### config.mk
export PLATFORM = sky130hd
export DESIGN_NAME = ir_remote_display_unit
export DESIGN_NICKNAME = d
export VERILOG_FILES = /design/src/rtl/ir_pkg.sv /design/src/rtl/ir_frame_rx.sv /design/src/rtl/ir_remote_display_unit.sv
export SDC_FILE = /design/constraint.sdc
export NUM_CORES = 1
export LEC_CHECK = 0
export ABC_AREA = 1
export CAP_MARGIN = 0
export CORE_UTILIZATION = 53
export CTS_CLUSTER_DIAMETER = 120
export DETAILED_ROUTE_END_ITERATION = 10
export HOLD_SLACK_MARGIN = 0.03
export PLACE_DENSITY_LB_ADDON = 0.25
export SYNTH_ARGS = -nofsm -noshare
export SYNTH_HDL_FRONTEND = slang
export SYNTH_SLANG_ARGS = --single-unit
### constraint.sdc
create_clock -name clk -period 2.25 [get_ports clk]
set_input_delay 0.225 -clock clk [delete_from_list [all_inputs] [get_ports clk]]
set_output_delay 0.225 -clock clk [all_outputs]
set_load 0.005 [all_outputs]
### src/rtl/ir_pkg.sv
// Shared types and constants for the IR remote display unit.
package ir_pkg;

    typedef enum logic [1:0] {
        S_IDLE,
        S_START,
        S_BITS,
        S_GAP
    } ir_state_e;

    localparam logic [6:0] SEG_BLANK = 7'h00;

    // Hex glyphs, gfedcba active-high; element n is the glyph for digit n.
    localparam logic [15:0][6:0] HEX_SEG = {
        7'h71, 7'h79, 7'h5E, 7'h39, 7'h7C, 7'h77, 7'h6F, 7'h7F,
        7'h07, 7'h7D, 7'h6D, 7'h66, 7'h4F, 7'h5B, 7'h06, 7'h3F
    };

endpackage

### src/rtl/ir_frame_rx.sv
// IR frame receiver: synchroniser, pulse-width measurement, frame FSM and parity check.
module ir_frame_rx
    import ir_pkg::*;
#(
    parameter int unsigned DATA_BITS = 4,
    parameter int unsigned PARITY_EN = 1,
    parameter int unsigned START_MIN = 80,
    parameter int unsigned START_MAX = 120,
    parameter int unsigned BIT_MIN   = 3,
    parameter int unsigned ONE_MIN   = 12,
    parameter int unsigned BIT_MAX   = 30,
    parameter int unsigned GAP_MAX   = 50
) (
    input  logic                 clk,
    input  logic                 rst_n,
    input  logic                 ir,
    output logic [DATA_BITS-1:0] code_c,
    output logic                 valid_c,
    output logic                 err_c
);

    localparam int unsigned NB  = DATA_BITS + PARITY_EN;
    localparam int unsigned SAT = ((START_MAX > GAP_MAX) ? START_MAX : GAP_MAX) + 1;
    localparam int unsigned CW  = $clog2(SAT + 1);
    localparam int unsigned IW  = $clog2(NB + 1);

    logic          ir_m, ir_s, ir_q;
    logic          rise, fall;
    logic [CW-1:0] cnt;
    ir_state_e     state, state_d;
    logic [IW-1:0] idx, idx_d;
    logic [NB-1:0] sr, sr_d, full;
    logic [NB:0]   shifted;
    logic          bit_val;

    assign rise = ir_s & ~ir_q;
    assign fall = ir_q & ~ir_s;

    // Synchroniser and edge history; reset to the idle-high level.
    always_ff @(posedge clk or negedge rst_n) begin
        if (!rst_n) begin
            ir_m <= 1'b1;
            ir_s <= 1'b1;
            ir_q <= 1'b1;
        end else begin
            ir_m <= ir;
            ir_s <= ir_m;
            ir_q <= ir_s;
        end
    end

    // cnt holds the cycles spent at the current level before this one, saturating.
    always_ff @(posedge clk or negedge rst_n) begin
        if (!rst_n) begin
            cnt <= '0;
        end else if (rise || fall) begin
            cnt <= CW'(1);
        end else if (cnt != CW'(SAT)) begin
            cnt <= cnt + CW'(1);
        end
    end

    always_ff @(posedge clk or negedge rst_n) begin
        if (!rst_n) begin
            state <= S_IDLE;
            idx   <= '0;
            sr    <= '0;
        end else begin
            state <= state_d;
            idx   <= idx_d;
            sr    <= sr_d;
        end
    end

    always_comb begin
        state_d = state;
        idx_d   = idx;
        sr_d    = sr;
        valid_c = 1'b0;
        err_c   = 1'b0;
        bit_val = (cnt >= CW'(ONE_MIN));
        shifted = {bit_val, sr};
        full    = shifted[NB:1];
        code_c  = full[DATA_BITS-1:0];
        case (state)
            S_IDLE: begin
                if (fall) state_d = S_START;
            end
            S_START: begin
                if (rise) begin
                    if (cnt >= CW'(START_MIN) && cnt <= CW'(START_MAX)) begin
                        state_d = S_GAP;
                        idx_d   = '0;
                    end else begin
                        state_d = S_IDLE;
                    end
                end
            end
            S_BITS: begin
                if (cnt > CW'(BIT_MAX)) begin
                    state_d = S_IDLE;
                    err_c   = 1'b1;
                end else if (rise) begin
                    if (cnt < CW'(BIT_MIN)) begin
                        state_d = S_IDLE;
                        err_c   = 1'b1;
                    end else begin
                        sr_d = full;
                        if (idx == IW'(NB - 1)) begin
                            state_d = S_IDLE;
                            if ((PARITY_EN != 0) && (^full)) err_c = 1'b1;
                            else                             valid_c = 1'b1;
                        end else begin
                            idx_d   = idx + IW'(1);
                            state_d = S_GAP;
                        end
                    end
                end
            end
            S_GAP: begin
                if (cnt > CW'(GAP_MAX)) begin
                    state_d = S_IDLE;
                    err_c   = 1'b1;
                end else if (fall) begin
                    state_d = S_BITS;
                end
            end
            default: state_d = S_IDLE;
        endcase
    end

endmodule

### src/rtl/ir_remote_display_unit.sv
// IR remote display unit: decoded code history, idle blanking and seven-segment drive.
module ir_remote_display_unit
    import ir_pkg::*;
#(
    parameter int unsigned DATA_BITS   = 4,
    parameter int unsigned PARITY_EN   = 1,
    parameter int unsigned DIGITS      = 4,
    parameter int unsigned START_MIN   = 80,
    parameter int unsigned START_MAX   = 120,
    parameter int unsigned BIT_MIN     = 3,
    parameter int unsigned ONE_MIN     = 12,
    parameter int unsigned BIT_MAX     = 30,
    parameter int unsigned GAP_MAX     = 50,
    parameter int unsigned HOLD_CYCLES = 30000
) (
    input  logic                  clk,
    input  logic                  rst_n,
    input  logic                  IR,
    output logic                  code_valid,
    output logic                  frame_err,
    output logic [DATA_BITS-1:0]  last_code,
    output logic [7*DIGITS-1:0]   segments
);

    localparam int unsigned TW = (HOLD_CYCLES > 0) ? $clog2(HOLD_CYCLES + 1) : 1;

    logic [DATA_BITS-1:0]   rx_code;
    logic                   rx_valid, rx_err;
    logic [DIGITS-1:0][3:0] hist, hist_d;
    logic [DIGITS-1:0]      hvld, hvld_d;
    logic                   disp_on, disp_on_d;
    logic [TW-1:0]          tmr, tmr_d;
    logic [DIGITS-1:0][6:0] seg_d;

    ir_frame_rx #(
        .DATA_BITS (DATA_BITS),
        .PARITY_EN (PARITY_EN),
        .START_MIN (START_MIN),
        .START_MAX (START_MAX),
        .BIT_MIN   (BIT_MIN),
        .ONE_MIN   (ONE_MIN),
        .BIT_MAX   (BIT_MAX),
        .GAP_MAX   (GAP_MAX)
    ) u_rx (
        .clk     (clk),
        .rst_n   (rst_n),
        .ir      (IR),
        .code_c  (rx_code),
        .valid_c (rx_valid),
        .err_c   (rx_err)
    );

    // A new code takes priority over a timeout expiring in the same cycle.
    always_comb begin
        hist_d    = hist;
        hvld_d    = hvld;
        disp_on_d = disp_on;
        tmr_d     = tmr;
        if (rx_valid) begin
            for (int k = int'(DIGITS) - 1; k > 0; k--) begin
                hist_d[k] = hist[k-1];
                hvld_d[k] = hvld[k-1];
            end
            hist_d[0] = 4'(rx_code);
            hvld_d[0] = 1'b1;
            disp_on_d = 1'b1;
            tmr_d     = TW'(HOLD_CYCLES);
        end else if ((HOLD_CYCLES != 0) && (tmr != '0)) begin
            tmr_d = tmr - TW'(1);
            if (tmr == TW'(1)) disp_on_d = 1'b0;
        end
        for (int k = 0; k < int'(DIGITS); k++) begin
            seg_d[k] = (disp_on_d && hvld_d[k]) ? HEX_SEG[hist_d[k]] : SEG_BLANK;
        end
    end

    always_ff @(posedge clk or negedge rst_n) begin
        if (!rst_n) begin
            hist       <= '0;
            hvld       <= '0;
            disp_on    <= 1'b0;
            tmr        <= '0;
            segments   <= '0;
            code_valid <= 1'b0;
            frame_err  <= 1'b0;
            last_code  <= '0;
        end else begin
            hist       <= hist_d;
            hvld       <= hvld_d;
            disp_on    <= disp_on_d;
            tmr        <= tmr_d;
            segments   <= seg_d;
            code_valid <= rx_valid;
            frame_err  <= rx_err;
            if (rx_valid) last_code <= rx_code;
        end
    end

endmodule

==> flow_summary.yaml, run 1 <==
run_status:
  outcome: "finished with violations"
  failed_checks: "setup timing"
finish:
  final_cell_mix: "nand2_1, dfrtp_1, inv_1"
  final_common_cell: "nand2_1"
  antenna_cells: 0
  utilization_pct: 73.05
  area_growth_pct: 32.55
  fin_cells: 862
  drive_gt1_share_pct: 27.42
  fin_area_mm2: 0.006782
  fillers: 675
  fin_nets: 769
detailed_routing:
  first_pass_iters: 5
  drtIter0Drc: 189
  viasPerCell: 5.126
  drcViolationCount: 0
  ant_nets: 0
  drt-total-wl_um: 11890
  vias: 4419
  wl_per_cell_um: 13.79
sta:
  relSlewSlack_pct: 69.63
  setup-tns-final_ns: -0.07619
  setup_viol: 9
  fin_skew_ns: 0.01476
  final-hold-violation-count: 0
  setup_ws_ns: -0.02013
  layout_min_cycle_time_ns: 2.270
  fin_crit_sh_pct: 100.9
  worst_pin_slew_ns: 0.4556
  timing.final.max_slew_violations: 0
  fmax_mhz: 440.5
  rsz0062_at_grt: "yes"
  hold_slack_ns: 0.2430
yosys:
  yosys.area.top_type: "dfrtp_1"
  async_flop_share_pct: 100.0
  synth_area_mm2: 0.005116
  synth_top_area_share_pct: 42.06
  synth_area_leaders: "dfrtp_1, nand2_1, ha_1"
  synth_seq_area_share_pct: 43.60
  avgSynthCellArea_um2: 8.057
  syn_nets: 676
  synth-seq-cells: 89
  synth_edf_count: 0
  yosysWarnings: 0
  netlist_instances: 635
  yosysUniqueCellTypes: 38
  synth_flop_cell: "dfrtp_1"
clocking:
  cts_made_buffers: 9
  clk_latency_ns: 0.37
  cts.path.max_buffers: 2
  cts-root-buf: "clkbuf_8"
  clkTransAtPathRegs_ns: 0.10
  cts-htree-levels: 3
  clock-sinks: 89
  cts_tree: "done"
power_and_ir_drop:
  p_leak_nw: 3.449
  p_total_mw: 3.220
  power_per_cell_area_mw_per_mm2: 474.9
  vdd_ir_drop_max_uv: 369.2
placement:
  dp_cells: 817
  portBuffers: 36
  place.detailed.hpwl_um: 7307
  routabilityCongestion: 0.8210
  placed_area_mm2: 0.005833
  dp_slack_ns: -0.006999
worst_setup_path:
  worstReg2RegStart: "u_rx.cnt[4]"
  crit_fanout: 8
  cp-end-kind: "register"
  critPathArrivalTime_ns: 2.53
  start_kind: "register"
  required_ns: 2.51
  startpoint: "u_rx.cnt[4]"
  critical_path_class: "register to register"
grt:
  antenna_found_initial: 0
  overflow: 0
  grt_pass1_wl_um: 17730
  grt_usage_pct: 22.02
  grt_start_max_net_pins: 40
  grt_pass1_vias: 3962
floorplanning:
  start_util_pct: 55.11
  die_area_mm2: 0.01005
  dieHeight_um: 100.3
  io_pins: 37
  die_width_um: 100.3
  rows: 35
  core_mm2: 0.009284
run:
  max_cap_viol_count: 0
worst_hold_path:
  hold_class: "input port to register"
  min_from: "IR"
-- Yosys cell counts (3+ instances only) --
library cell	instances
nand3_1	64
dfstp_2	3
clkinv_1	3
buf_6	5
xor2_1	3
nand2_1	145
nor2_8	4
o211ai_1	3
o21ai_2	5
o21ai_0	26
nand2_2	21
inv_1	84
o21ai_1	7
ha_1	38
nor3_1	6
a21oi_1	25
inv_2	10
nor2_1	72
dfrtp_1	86
-- timing repair --
action                                  4_1_cts  5_1_grt
buffers inserted                              1       22
endpoints found under the setup margin        5       34
cloned                                        1        4
endpoints found under the hold margin        33        0
hold buffers                                  1        0
resized for setup                             3      101
pin swaps                                     2       36
-- where the power goes --
part / internal (mW) / switching [mW] / leakage [nW]
sequential: 1.62 / 0.0297 / 1.22
clock: 0.630 / 0.622 / 0.0991
combinational: 0.127 / 0.187 / 2.13
-- worst max-delay path: stages (launching register included) --
cell and delay (ns):
dfrtp_1 0.44, buf_6 0.15, nand2_4 0.08, nor2_4 0.05, nor2_4 0.13, nand3_4 0.11
nor2_8 0.24, clkbuf_16 0.19, buf_6 0.13, nand3_1 0.14, nand2_4 0.14, buf_12 0.12
nand3_1 0.06, nand2_1 0.11, nor2_1 0.06
-- final cells by class --
cell class	instances	area (um2)	share of cell area, %
flip-flops and latches	89	2232	32.92
repair buffers	87	868.3	12.80
clock inverters	6	91.34	1.347
clock buffers	10	127.6	1.882
multi-input cells	443	2909	42.90
well taps	129	161.4	2.380
inverters	98	391.6	5.775
-- metal layers --
layer  GRT usage, %  vias to the layer above  part of all wire [%]
met3          3.203                       15                   3.3
met5              0                        -                     0
li1               -                     2194                     -
met2          35.99                       99                    50
met1          29.82                     2111                    44
met4          8.138                        0                   1.8
-- kinds of logic (layout without fill, tap and decap cells) --
logic type      count (synthesis)  after routing  share of synthesized area [%]
simple gates                  324            326                          29.49
buf+inv                       105            201                          8.608
flops                          89             89                          43.60
compound gates                 76             76                          8.486
fa+ha+maj                      38             38                          9.293
xor+xnor                        3              3                         0.5137
-- sequential cells by signal (all words and copies together) (netlist names) --
name,count
last_code,4
u_rx.state,2
u_rx.idx,3
u_rx.ir_m,1
tmr,15
code_valid,1
u_rx.ir_q,1
segments,28
u_rx.ir_s,1
frame_err,1
hist,16
u_rx.sr,4
u_rx.cnt,7
disp_on,1
hvld,4
-- final timing paths --
kind                            cells past startpoint  slack, ns       endpoint
worst min-delay path                                1       0.24      u_rx.ir_m
max in group asynchronous                           3       1.31   segments[20]
worst max-delay path                               14      -0.02   segments[26]
worst min register to register                      0       0.36      u_rx.ir_s
worst max register to register                     14      -0.02   segments[26]
min in group asynchronous                           2       0.33  u_rx.state[0]
No activity file was read; power rests on OpenSTA's default activity.
==> run 2: changes to the inputs <==
Settings changed: CORE_UTILIZATION 53 to 59.
Clock period 2.25 ns to 2.1 ns, I/O delays scaled along.
==> run 2 against run 1 <==
  * The run still ends with setup timing left
  * Sequential power is 7% higher
  * Die area shrank 10%
  * Maximum frequency down 1.8%
  * Cell area increased by 5.9%
  * Cell count up 0.12%
  * Total power up 9.7%
  * Critical path depth is 4 higher
  * Routed wire length up 32%
  * Clock skew is 0.0034 ns higher
  * First-iteration DRC count increased by 96%
  * Hold slack worse by 0.031 ns
  * Critical path type unchanged
==> flow_summary.yaml, run 2 (synthesis gave the netlist of run 1 again) <==
run_status:
  outcome: "finished with violations"
  failed_checks: "setup timing"
power_and_ir_drop:
  power_per_cell_area_mw_per_mm2: 491.8
  p_leak_nw: 3.613
  vdd_ir_drop_max_uv: 316.6
sta:
  rsz0062_at_grt: "yes"
  fmax_mhz: 432.4
  setup_ws_ns: -0.2129
  worst_pin_slew_ns: 0.4166
  timing.final.max_slew_violations: 0
  fin_skew_ns: 0.01812
  relSlewSlack_pct: 72.23
  hold_slack_ns: 0.2120
  final-hold-violation-count: 0
  layout_min_cycle_time_ns: 2.313
  fin_crit_sh_pct: 110.1
  setup_viol: 28
worst_setup_path:
  crit_fanout: 8
  critical_path_class: "register to register"
  critPathArrivalTime_ns: 2.62
  crit_path_frequent_cell: "nand2_1"
  crit_slowest_cell: "dfrtp_1"
  start_kind: "register"
  cp-end-kind: "register"
  startpoint: "u_rx.sr[4]"
  worstPathCellList: "inv_1 -> nand2_1 -> nand2_1 -> inv_1 -> nand2_1 -> nand2_1 -> nand2_2 -> nand2_4 -> buf_12 -> nand3_1 -> nand2_2 -> buf_4 -> ha_1 -> nand3_1 -> nand2_1 -> nand2_1 -> nand2_1 -> nor2_1"
  slowest_delay_ns: 0.42
  worstReg2RegStart: "u_rx.sr[4]"
  required_ns: 2.40
floorplanning:
  core_mm2: 0.008299
  io_pins: 37
  rows: 33
  die_width_um: 95.12
  start_util_pct: 61.65
  die_area_mm2: 0.009048
  dieHeight_um: 95.12
finish:
  register_area_mm2: 0.002232
  final_cell_mix: "nand2_1, dfrtp_1, inv_1"
  top_regs: "segments (28), hist (16), tmr (15)"
  final_common_cell: "nand2_1"
  fin_nets: 794
  area_growth_pct: 40.40
  antenna_cells: 0
  largest_reg_flops: 28
  drive_gt1_share_pct: 34.56
  multiInputGateArea_mm2: 0.003095
  fin_area_mm2: 0.007183
  fillers: 376
  regMostFlops: "segments"
detailed_routing:
  ant_nets: 0
  wl_met3_um: 824
  wl_per_cell_um: 18.22
  first_pass_iters: 5
  vias: 5000
  drt-total-wl_um: 15720
  viasPerCell: 5.794
  met1_length_um: 6084
  drcViolationCount: 0
  highest_layer: "met4"
  drtIter0Drc: 371
  met2WireLength_um: 8003
grt:
  grt_usage_pct: 28.14
  overflow: 0
  antenna_found_initial: 0
  grt_pass1_vias: 4524
  grt_start_max_net_pins: 49
  grt_pass1_wl_um: 19800
clocking:
  clkTransAtPathRegs_ns: 0.09
  clk_latency_ns: 0.38
  cts_tree: "done"
  cts-root-buf: "clkbuf_8"
  clock-sinks: 89
  cts.path.max_buffers: 2
  cts_made_buffers: 9
  cts-htree-levels: 3
placement:
  place.detailed.hpwl_um: 8321
  portBuffers: 36
  routabilityCongestion: 0.9113
  placed_area_mm2: 0.006146
worst_hold_path:
  hold_class: "input port to async pin"
run:
  max_cap_viol_count: 0
## run 2: cell types whose count changed in the layout (fill, tap and decap cells not counted), moves of 4 or more
cell	previous run	this run
buf_4	38	59
nand2_1	125	115
nand3_1	43	36
nor2_2	1	9
inv_1	72	67
inv_6	2	6
nand2_4	15	21
nor2_1	71	64
nand3_2	18	26
## run 2: area by class of cell
type,instances,share of cell area [%]
timing repair buffer,112,15.19
tap,105,1.829
inverter,98,5.713
sequential,89,31.07
clock inverter,7,1.376
clock buffer,9,1.724
multi-input combinational,443,43.09
## run 2: critical path, delay by kind of cell, from the launching register on
kind                     cells  cell delay, ns
adder cells (fa/ha/maj)      1            0.21
flip-flops                   1            0.42
buffers and inverters        4            0.48
AND/OR/NAND/NOR             13            1.13
## run 2: what timing repair did
| item | CTS | global route |
|---|---|---|
| hold endpoints to repair | 75 | 0 |
| gates cloned | 1 | 3 |
| endpoints found under the setup margin | 29 | 38 |
| buffers inserted | 6 | 16 |
| pin swaps | 5 | 24 |
| resized for setup | 38 | 103 |
| hold buffers | 1 | 0 |
## run 2: metal layers
metal / GRT usage (%) / vias to the layer above
met2: 50.77 / 275
met1: 32.44 / 2378
met3: 3.828 / 91
met5: 0 / -
met4: 14.02 / 0
li1: - / 2256
## run 2: worst paths after layout
check | depth (start not counted) | slack (ns) | to
max | 18 | -0.21 | segments[3]
min | 2 | 0.21 | u_rx.cnt[1]
max reg2reg | 18 | -0.21 | segments[3]
min reg2reg | 0 | 0.36 | u_rx.ir_s
max in group asynchronous | 3 | 1.22 | u_rx.ir_m
min in group clk | 1 | 0.25 | u_rx.ir_m
## run 2: where the power goes
group | internal (mW) | switching (mW)
registers | 1.74 | 0.0264
logic | 0.141 | 0.232
clock network | 0.682 | 0.710
## run 2: per-stage QoR
| step | TNS, ns | power (mW) | std cells | setup slack (ns) | utilization (%) |
|---|---|---|---|---|---|
| floorplan | -0.8479 | 1.996 | 635 | -0.1003 | - |
| global placement | -0.2456 | 2.120 | 821 | -0.03500 | 74.05 |
| detailed placement | -1.865 | 2.140 | 821 | -0.1301 | 74.05 |
| CTS | -0.5631 | 3.476 | 845 | -0.07901 | 79.06 |
| global route | -6.160 | 3.640 | 863 | -0.3380 | 86.55 |
| finish | -3.376 | 3.533 | 863 | -0.2129 | 86.55 |
